<file path="src/rtl/wb_pkg.sv">
// Shared encodings for the writeback stage: result select, destination
// select, load size and FSM state encodings.
package wb_pkg;

   // Result select (in_wb_sel)
   localparam logic [1:0] WB_MEM = 2'd0;
   localparam logic [1:0] WB_ALU = 2'd1;
   localparam logic [1:0] WB_PC4 = 2'd2;
   localparam logic [1:0] WB_IMM = 2'd3;

   // Destination select (in_dst_sel); DST_NONE means no register write
   localparam logic [1:0] DST_RT   = 2'd0;
   localparam logic [1:0] DST_RD   = 2'd1;
   localparam logic [1:0] DST_LINK = 2'd2;
   localparam logic [1:0] DST_NONE = 2'd3;

   // Load size (in_ld_size); the spare code behaves as a word load
   localparam logic [1:0] LD_BYTE     = 2'd0;
   localparam logic [1:0] LD_HALF     = 2'd1;
   localparam logic [1:0] LD_WORD     = 2'd2;
   localparam logic [1:0] LD_WORD_ALT = 2'd3;

   // FSM state encodings
   localparam logic [1:0] ST_IDLE     = 2'd0;
   localparam logic [1:0] ST_WAIT_MEM = 2'd1;
   localparam logic [1:0] ST_WRITE    = 2'd2;

   typedef enum logic [1:0] {
      IDLE     = ST_IDLE,
      WAIT_MEM = ST_WAIT_MEM,
      WRITE    = ST_WRITE
   } state_t;

endpackage

</file>
<file path="src/rtl/load_align.sv">
// Combinational load alignment: picks the addressed byte/half/word from a
// 32-bit memory word, sign- or zero-extends it and flags misalignment.
// Ports:
//   word      in  32      raw load data
//   size      in  2       load size (byte/half/word)
//   is_signed in  1       sign-extend when set
//   off       in  2       byte offset within the word
//   data      out DATA_W  aligned, extended result
//   misalign  out 1       access not naturally aligned
module load_align
   import wb_pkg::*;
#(
   parameter int unsigned DATA_W = 32
) (
   input  logic [31:0]       word,
   input  logic [1:0]        size,
   input  logic              is_signed,
   input  logic [1:0]        off,
   output logic [DATA_W-1:0] data,
   output logic              misalign
);

   logic [7:0]  byte_v;
   logic [15:0] half_v;

   always_comb begin
      data     = '0;
      misalign = 1'b0;
      byte_v   = word[{off, 3'b000} +: 8];
      half_v   = word[{off[1], 4'b0000} +: 16];
      case (size)
         LD_BYTE: begin
            data = is_signed ? DATA_W'($signed(byte_v)) : DATA_W'(byte_v);
         end
         LD_HALF: begin
            data     = is_signed ? DATA_W'($signed(half_v)) : DATA_W'(half_v);
            misalign = off[0];
         end
         LD_WORD, LD_WORD_ALT: begin
            data     = is_signed ? DATA_W'($signed(word)) : DATA_W'(word);
            misalign = (off != 2'd0);
         end
      endcase
   end

endmodule

</file>
<file path="src/rtl/wb_stage.sv">
// Writeback stage: accepts one instruction result per handshake, waits for
// load data when needed, and issues a single register-file write.
// Ports:
//   clk, rst                    clock, synchronous active-high reset
//   in_valid / in_ready         upstream handshake
//   in_alu_res, in_pc4, in_imm  candidate results
//   in_rt, in_rd, in_dst_sel    destination selection
//   in_wb_sel, in_reg_write     result select, write enable
//   in_ld_size, in_ld_signed, in_byte_off  load shaping
//   mem_rdata, mem_rvalid       load data return
//   rf_we, rf_waddr, rf_wdata   register-file write port (registered)
//   misalign_err                misaligned-load pulse (registered)
module wb_stage
   import wb_pkg::*;
#(
   parameter int unsigned DATA_W   = 32,
   parameter int unsigned REG_AW   = 5,
   parameter int unsigned LINK_REG = 31
) (
   input  logic              clk,
   input  logic              rst,
   input  logic              in_valid,
   output logic              in_ready,
   input  logic [DATA_W-1:0] in_alu_res,
   input  logic [DATA_W-1:0] in_pc4,
   input  logic [DATA_W-1:0] in_imm,
   input  logic [REG_AW-1:0] in_rt,
   input  logic [REG_AW-1:0] in_rd,
   input  logic [1:0]        in_dst_sel,
   input  logic [1:0]        in_wb_sel,
   input  logic              in_reg_write,
   input  logic [1:0]        in_ld_size,
   input  logic              in_ld_signed,
   input  logic [1:0]        in_byte_off,
   input  logic [DATA_W-1:0] mem_rdata,
   input  logic              mem_rvalid,
   output logic              rf_we,
   output logic [REG_AW-1:0] rf_waddr,
   output logic [DATA_W-1:0] rf_wdata,
   output logic              misalign_err
);

   state_t state;

   logic [DATA_W-1:0] r_alu_res, r_pc4, r_imm;
   logic [REG_AW-1:0] r_rt, r_rd;
   logic [1:0]        r_dst_sel, r_wb_sel, r_ld_size, r_byte_off;
   logic              r_reg_write, r_ld_signed;

   // Field view feeding the write computation: live inputs when a transfer
   // can happen, captured fields while waiting for load data.
   logic              use_in;
   logic [DATA_W-1:0] s_alu_res, s_pc4, s_imm;
   logic [REG_AW-1:0] s_rt, s_rd;
   logic [1:0]        s_dst_sel, s_wb_sel, s_ld_size, s_byte_off;
   logic              s_reg_write, s_ld_signed;

   logic [DATA_W-1:0] ld_data;
   logic              ld_misalign;
   logic              xfer;
   logic              nxt_we, nxt_mis;
   logic [REG_AW-1:0] nxt_waddr;
   logic [DATA_W-1:0] nxt_wdata;

   assign in_ready = !rst && (state != WAIT_MEM);
   assign xfer     = in_valid && in_ready;
   assign use_in   = (state != WAIT_MEM);

   assign s_alu_res   = use_in ? in_alu_res   : r_alu_res;
   assign s_pc4       = use_in ? in_pc4       : r_pc4;
   assign s_imm       = use_in ? in_imm       : r_imm;
   assign s_rt        = use_in ? in_rt        : r_rt;
   assign s_rd        = use_in ? in_rd        : r_rd;
   assign s_dst_sel   = use_in ? in_dst_sel   : r_dst_sel;
   assign s_wb_sel    = use_in ? in_wb_sel    : r_wb_sel;
   assign s_ld_size   = use_in ? in_ld_size   : r_ld_size;
   assign s_byte_off  = use_in ? in_byte_off  : r_byte_off;
   assign s_reg_write = use_in ? in_reg_write : r_reg_write;
   assign s_ld_signed = use_in ? in_ld_signed : r_ld_signed;

   load_align #(.DATA_W(DATA_W)) u_load_align (
      .word      (mem_rdata[31:0]),
      .size      (s_ld_size),
      .is_signed (s_ld_signed),
      .off       (s_byte_off),
      .data      (ld_data),
      .misalign  (ld_misalign)
   );

   // Write-port values to be loaded on entry to WRITE
   always_comb begin
      nxt_waddr = '0;
      nxt_wdata = '0;
      nxt_mis   = 1'b0;
      nxt_we    = 1'b0;
      case (s_dst_sel)
         DST_RT:   nxt_waddr = s_rt;
         DST_RD:   nxt_waddr = s_rd;
         DST_LINK: nxt_waddr = REG_AW'(LINK_REG);
         DST_NONE: nxt_waddr = '0;
      endcase
      case (s_wb_sel)
         WB_MEM: nxt_wdata = ld_data;
         WB_ALU: nxt_wdata = s_alu_res;
         WB_PC4: nxt_wdata = s_pc4;
         WB_IMM: nxt_wdata = s_imm;
      endcase
      nxt_mis = (s_wb_sel == WB_MEM) && ld_misalign;
      nxt_we  = s_reg_write && (s_dst_sel != DST_NONE) &&
                (nxt_waddr != '0) && !nxt_mis;
   end

   // FSM, field capture and registered write port
   always_ff @(posedge clk) begin
      if (rst) begin
         state        <= IDLE;
         rf_we        <= 1'b0;
         rf_waddr     <= '0;
         rf_wdata     <= '0;
         misalign_err <= 1'b0;
         r_alu_res    <= '0;
         r_pc4        <= '0;
         r_imm        <= '0;
         r_rt         <= '0;
         r_rd         <= '0;
         r_dst_sel    <= '0;
         r_wb_sel     <= '0;
         r_ld_size    <= '0;
         r_byte_off   <= '0;
         r_reg_write  <= 1'b0;
         r_ld_signed  <= 1'b0;
      end else begin
         rf_we        <= 1'b0;
         misalign_err <= 1'b0;
         case (state)
            IDLE, WRITE: begin
               if (xfer) begin
                  r_alu_res   <= in_alu_res;
                  r_pc4       <= in_pc4;
                  r_imm       <= in_imm;
                  r_rt        <= in_rt;
                  r_rd        <= in_rd;
                  r_dst_sel   <= in_dst_sel;
                  r_wb_sel    <= in_wb_sel;
                  r_ld_size   <= in_ld_size;
                  r_byte_off  <= in_byte_off;
                  r_reg_write <= in_reg_write;
                  r_ld_signed <= in_ld_signed;
                  if (in_wb_sel == WB_MEM) begin
                     state <= WAIT_MEM;
                  end else begin
                     state        <= WRITE;
                     rf_we        <= nxt_we;
                     rf_waddr     <= nxt_waddr;
                     rf_wdata     <= nxt_wdata;
                     misalign_err <= nxt_mis;
                  end
               end else begin
                  state <= IDLE;
               end
            end
            WAIT_MEM: begin
               if (mem_rvalid) begin
                  state        <= WRITE;
                  rf_we        <= nxt_we;
                  rf_waddr     <= nxt_waddr;
                  rf_wdata     <= nxt_wdata;
                  misalign_err <= nxt_mis;
               end
            end
            default: state <= IDLE;
         endcase
      end
   end

endmodule

</file>
<file path="config.mk">
export PLATFORM = sky130hd
export DESIGN_NAME = wb_stage
export DESIGN_NICKNAME = d
export VERILOG_FILES = /design/src/rtl/wb_pkg.sv /design/src/rtl/load_align.sv /design/src/rtl/wb_stage.sv
export SDC_FILE = /design/constraint.sdc
export NUM_CORES = 1
export LEC_CHECK = 0
export ABC_AREA = 1
export CAP_MARGIN = 10
export CORE_AREA = 2 2 165 167
export DETAILED_ROUTE_END_ITERATION = 10
export DIE_AREA = 0 0 167 169
export PLACE_DENSITY = 0.63
export REMOVE_ABC_BUFFERS = 1
export SLEW_MARGIN = 30
export SYNTH_ARGS = -nofsm -noshare
export SYNTH_HDL_FRONTEND = slang
export SYNTH_SLANG_ARGS = --single-unit
</file>
<file path="constraint.sdc">
create_clock -name clk -period 1.6 [get_ports clk]
set_clock_uncertainty 0.15 [all_clocks]
set_input_delay 0.32 -clock clk [delete_from_list [all_inputs] [get_ports clk]]
set_output_delay 0.32 -clock clk [all_outputs]
set_load 0.01 [all_outputs]
</file>
# After elaboration in Yosys (flattened, before gate mapping)
# Cells that the tools add are included.
[classes] n_mul=0 order_cmp=0 n_eq_ne=16 addsub=0 mux=37 shift=2 div=0 n_reduce_logical=20 bitwise=0
[ops] op="2-to-1 mux 32 bit" n=8
[ops] op="one-hot mux 32 bit (4 select lines)" n=1
[ops] op="one-hot mux 32 bit (3 select lines)" n=1
[ops] op="one-hot mux 32 bit (2 select lines)" n=1
[ops] op="indexed part select 32 x 6 -> 16 bit" n=1
[ops] op="indexed part select 32 x 6 -> 8 bit" n=1
[ops] op="2-to-1 mux 5 bit" n=5
[ops] op="one-hot mux 5 bit (4 select lines)" n=1
[ops] op="== test 2 bit, second input constant" n=7
[ops] op="2-to-1 mux 2 bit" n=7
[ops] op="zero test 2 bit" n=5
[ops] op="one-hot mux 5 bit (2 select lines)" n=1
[ops] op="== test 2 x 1 -> 1 bit, second input constant" n=4
[ops] op="2-to-1 mux 1 bit" n=8
[ops] op="!= test 2 bit, second input constant" n=4
[ops] op="logical AND 1 bit" n=6
[ops] op="one-hot mux 1 bit (2 select lines)" n=3
[ops] op="nonzero test 5 bit" n=1
[ops] op="one-hot mux 2 bit (2 select lines)" n=1
[ops] op="AND reduction 4 bit" n=1
[ops] op="nonzero test 2 bit" n=2
[ops] op="OR reduction 2 bit" n=2
[ops] op="zero test 1 bit" n=2
[ops] op="!= test 2 x 1 -> 1 bit, second input constant" n=1
[ops] op="AND reduction 2 bit" n=1
[totals] output_inout_bits=40 input_bits=152 ramBits=0 elab_cells=91 rom_bits=0 n_memories=0 reg_bits=157 latchBits=0

# Longest topological paths before layout
[logic_depth] word_depth=11 depth_mapped=14 depth_no_buf=12

# Hierarchy
# From an unflattened synthesis, not the netlist that was laid out.
[hier_totals] cells_unflattened=1553 area_unflattened_um2=9394.0
[modules_own_cells] mod="wb_stage" cells_each=1368 instances=1 area_each_um2=8499.4 seq_area_each_um2=3143.0
[modules_own_cells] mod="load_align" cells_each=185 instances=1 area_each_um2=894.6 seq_area_each_um2=0.0

# Worst setup path before layout
# Ideal clock, no wire load.
[synth_path] path_kind="reg2reg" start="register state[0]" end="register rf_wdata[20]" path_buffers=2 slack_ns=-0.191 required_ns=1.318 setup_time_ns=0.132 synth_period_minus_slack_ns=1.791 t_arrival_ns=1.508 path_stages_with_launch=14 cell_sequence="dfxtp_1 -> inv_1 -> nor2_1 -> buf_4 -> nand2_2 -> o21ai_4 -> nand2_2 -> buf_2 -> nor2_1 -> nand2_1 -> inv_1 -> nand2_1 -> nand2_1 -> a21oi_1"
[synth_via] elab_chain_len=9 word_cells_on_any_way=38 classes_between="eq/ne (12); shift (2); mux (15); reduce/logical (9)"
[synth_rtl] item="from (decl)" line="wb_stage.sv:43" text="state_t state;"
[synth_rtl] item="from (signal assigned)" line="wb_stage.sv:116" text="state <= IDLE;"
[synth_rtl] item="from (signal assigned)" line="wb_stage.sv:150" text="state <= WAIT_MEM;"
[synth_rtl] item="from (signal assigned)" line="wb_stage.sv:152" text="state <= WRITE;"
[synth_rtl] item="!= test 2 x 1 -> 1 bit" line="wb_stage.sv:65, wb_stage.sv:67"
[synth_rtl] item="2-to-1 mux 2 bit, on equally long branches" line="wb_stage.sv:77, wb_stage.sv:76"
[synth_rtl] item="indexed part select 32 x 6 -> 16 bit (tied with other cells)" line="load_align.sv:30" text="half_v = word[{off[1], 4'b0000} +: 16];"
[synth_rtl] item="2-to-1 mux 32 bit (tied with other cells)" line="load_align.sv:36" text="data = is_signed ? DATA_W'($signed(half_v)) : DATA_W'(half_v);"
[synth_rtl] item="one-hot mux 32 bit (3 select lines)" line="load_align.sv:31" text="case (size)"
[synth_rtl] item="one-hot mux 32 bit (4 select lines)" line="wb_stage.sv:102" text="case (s_wb_sel)"
[synth_rtl] item="2-to-1 mux 32 bit" line="wb_stage.sv:149" text="if (in_wb_sel == WB_MEM) begin"
[synth_rtl] item="2-to-1 mux 32 bit" line="wb_stage.sv:137" text="if (xfer) begin"
[synth_rtl] item="one-hot mux 32 bit (2 select lines)" line="wb_stage.sv:135" text="case (state)"
[synth_rtl] item="to (signal assigned)" line="wb_stage.sv:155" text="rf_wdata <= nxt_wdata;"
[synth_rtl] item="to (signal assigned)" line="wb_stage.sv:167" text="rf_wdata <= nxt_wdata;"
[synth_rtl] item="to (decl)" line="wb_stage.sv:39" text="output logic [DATA_W-1:0] rf_wdata,"
# Several ways; a longest one is shown, not always the timed one. The select of a mux whose other input is x is not followed.
# A chain may end at the register's enable or synchronous reset.

# Worst setup path after layout
[layout_path] start="register state[0]" end="register r_ld_signed"
[layout_via] elab_chain_len=4 word_cells_on_any_way=7 classes_between="eq/ne (2); reduce/logical (5)"
[layout_rtl] item="!= test 2 x 1 -> 1 bit" line="wb_stage.sv:65" text="assign in_ready = !rst && (state != WAIT_MEM);"
[layout_rtl] item="logical AND 1 bit" line="wb_stage.sv:65"
[layout_rtl] item="logical AND 1 bit" line="wb_stage.sv:66" text="assign xfer = in_valid && in_ready;"
[layout_rtl] item="AND reduction 2 bit (no source line) (*)"
[layout_rtl] item="to (signal assigned)" line="wb_stage.sv:148" text="r_ld_signed <= in_ld_signed;"
[layout_rtl] item="to (decl)" line="wb_stage.sv:48" text="logic r_reg_write, r_ld_signed;"
# Every way passes the cells marked *; elsewhere a longest branch is shown, timed or not.

==> results.cfg <==
[layout]
drive_gt1_share_pct = 30.7
area_growth_pct = 72.3
nets = 1878

[setup_path]
path_common_cell = buf_12
cp.required_ns = 1.76
startpoint_type = register
worst_setup_path_end_kind = register
critical_path_buf_inv_count = 7
cp.arrival_ns = 2.18
path_cells = buf_12, buf_12, buf_12, nor2_4, buf_12, buf_12, inv_16, clkbuf_16, o21ai_2, a21oi_1
crit_path_max_fanout = 10
crit_type = reg2reg
cp_top_family = buffers and inverters
critical-path-max-stage-delay_ns = 0.35
crit_slowest_cell = dfxtp_4

[timing]
fin_ws_ns = -0.416
fin_hold_ws_ns = 0.218
fmax_ghz = 0.496
rsz0062_at_grt = yes
fin_crit_sh_pct = 126
maxSlewHeadroom_pct = 54.0
maxSlewViolCount = 0
finalCriticalPeriod_ns = 2.02
setup_violations = 158
fin_tns_setup_ns = -50.07
hold_viol_final = 0
tightestPinTransition_ns = 0.689

[drt]
viasPerCell = 5.29
ant_nets = 0
wirelength_met1_um = 16100
wl_per_cell_um = 19.3
met3_length_um = 3240
top_layer_used = met5
wl_um = 40100
drcViolationCount = 0
dr.pass1.iters = 5
vias = 11000
wl_met2_um = 18900
drt_iter0_markers = 1020

[grt]
grt_overflow = 0
grt_first_pass_wirelength_um = 51300
grt_max_degree = 89
track_usage_pct = 22.9
antenna_found_initial = 6
grt_pass1_vias = 9601

[clocking]
path_clk_slew_ns = 0.07
ctsHoldBuffers = 0
clk-insertion-delay-late_ns = 0.43
cts_tree = done
numCtsBuffers = 17
cts_root_buf = clkbuf_16
cts_htree_levels = 4
clock_sinks = 157
cts_buffer_depth = 2

[floorplanning]
die-area_mm2 = 0.0282
dieHeight_um = 169
coreArea_mm2 = 0.0265
die_x_um = 167
io_pins = 192
initial_core_util_pct = 33.5
rows = 60

[synth]
synth_top_family_by_area = simple AND/OR/NAND/NOR gates
synth.avg_cell_area_um2 = 6.13
synthTopCellsByCount = 360 x nand2_1, 251 x o21ai_0, 157 x dfxtp_1
ys_ff_latch = 157
synthAdderAreaFrac_pct = 0
netlist_area_mm2 = 0.00888
synth_warnings = 0
synth.area.top_cells = dfxtp_1 35%, nand2_1 15%, o21ai_0 14%
syn_inst = 1449
async_reset_ff_share_pct = 0
synth.most_common_cell = nand2_1
synth_mux_area_share_pct = 0
yosysSeqAreaShare_pct = 35.4
synth_xor_area_share_pct = 0
synth-compound-area-share_pct = 23.1
synth_cell_types = 28
yosys.area_share.simple_pct = 28.4
yosysTopAreaCellShare_pct = 35.4
yosysTopAreaCell = dfxtp_1
synth_edf_count = 0
ys.flop_type = dfxtp_1

[placed_design]
numPortBuffers = 191
gp_congestion = 0.915
dp_slack_ns = -0.564
hpwl_um = 21600

[power]
internal_power_mw = 8.20
cellLeakagePower_nw = 6.60
switching_share_pct = 31.2
clkPwrFrac_pct = 35.5
seqPwrFrac_pct = 36.1
p_per_area_mw_per_mm2 = 779
combPwrFrac_pct = 28.4
p_sw_mw = 3.72
irDropWorstVdd_uv = 461

[outcome]
outcome = finished, violations left
violations = negative setup slack

[run]
drv_cap = 0

[worst_hold_path]
hold_class = in2reg
## final timing paths
path / start / cells after the start / to / slack, ns
max: state[0]$_SDFFE_PP0N_ / 10 / r_ld_signed$_SDFFE_PP0P_ / -0.42
min: rst / 3 / misalign_err$_SDFF_PP0_ / 0.22
max reg2reg: state[0]$_SDFFE_PP0N_ / 10 / r_ld_signed$_SDFFE_PP0P_ / -0.42
min reg2reg: r_imm[23]$_SDFFE_PP0P_ / 2 / r_imm[23]$_SDFFE_PP0P_ / 0.30
## kinds of logic (layout without fill, tap and decap cells)
group / count (synthesis) / in the layout
simple gates: 618 / 619
flops: 157 / 157
compound gates: 401 / 401
buf+inv: 273 / 562
other cells: 0 / 1
## layer usage
layer  global-route usage, %  vias up
li1                        -     5231
met1                    29.0     5150
met2                    38.8      487
met3                    5.33      126
met4                    6.63        6
met5                       0        -
## state kept, by name, summed over array words and instances, names as in the netlist, 5 cells and up
| signal | count |
|---|---|
| r_alu_res | 32 |
| r_pc4 | 32 |
| r_rt | 5 |
| r_imm | 32 |
| rf_waddr | 5 |
| rf_wdata | 32 |
| r_rd | 5 |
## worst reg2reg max path, delay by kind of cell, from the launching register on
kind / cells / cell delay [ns]
buffers and inverters: 7 / 0.99
and+or+nand+nor: 1 / 0.23
DFF: 1 / 0.35
AOI/OAI and AO/OA: 2 / 0.19
## per-stage QoR
| stage | instance area (um2) | power (mW) | util [%] | std cells |
|---|---|---|---|---|
| final | 15300 | 11.9 | 57.7 | 2081 |
| after CTS | 13000 | 11.0 | 49.0 | 2027 |
| after global placement | 11600 | 6.57 | 43.7 | 1962 |
| after global routing | 15300 | 12.3 | 57.7 | 2081 |
| after detailed placement | 11600 | 6.60 | 43.7 | 1962 |
| after floorplan | 8360 | 5.41 | - | 1345 |
## what timing repair did
action / 4_1_cts / 5_1_grt
setup endpoints to repair: 197 / 158
resized for setup: 212 / 440
buffers inserted: 24 / 21
pin swaps: 40 / 75
gates cloned: 11 / 36
## cell type report
cell class / count / area, um2
Multi-Input combinational cell: 1020 / 6130
Clock inverter: 9 / 109
Timing Repair Buffer: 358 / 4260
Fill cell: 2299 / 11200
Sequential cell: 157 / 3150
Inverter: 169 / 679
Timing Repair inverter: 3 / 52.6
Antenna cell: 1 / 2.50
Tap cell: 341 / 427
Clock buffer: 23 / 488
## layout by cell type (no fill, tap or decap), types with 11 or more instances in the layout
cell,instances
dlygate4sd2_1,37
buf_6,30
nor2_2,38
a21oi_1,75
nor2_1,63
nand2_1,325
a21oi_2,56
buf_4,65
o21ai_1,28
o21ai_2,82
buf_16,12
nand2_4,12
clkdlybuf4s50_1,150
nand2_2,26
dfxtp_1,153
o21ai_0,131
nand3_4,11
nor2_4,32
clkbuf_16,37
o21ai_4,21
nand3_1,83
nand3_2,25
inv_1,145
buf_12,30
## power by group through the flow
stage / logic [mW] / clock network [mW] / registers [mW]
5_1_grt: 3.61 / 4.42 / 4.32
4_1_cts: 2.50 / 4.24 / 4.28
3_3_place_gp: 2.20 / 0 / 4.37
3_5_place_dp: 2.22 / 0 / 4.37
6_report: 3.38 / 4.23 / 4.30
2_1_floorplan: 1.04 / 0 / 4.37
No activity file was read; power rests on OpenSTA's default activity.
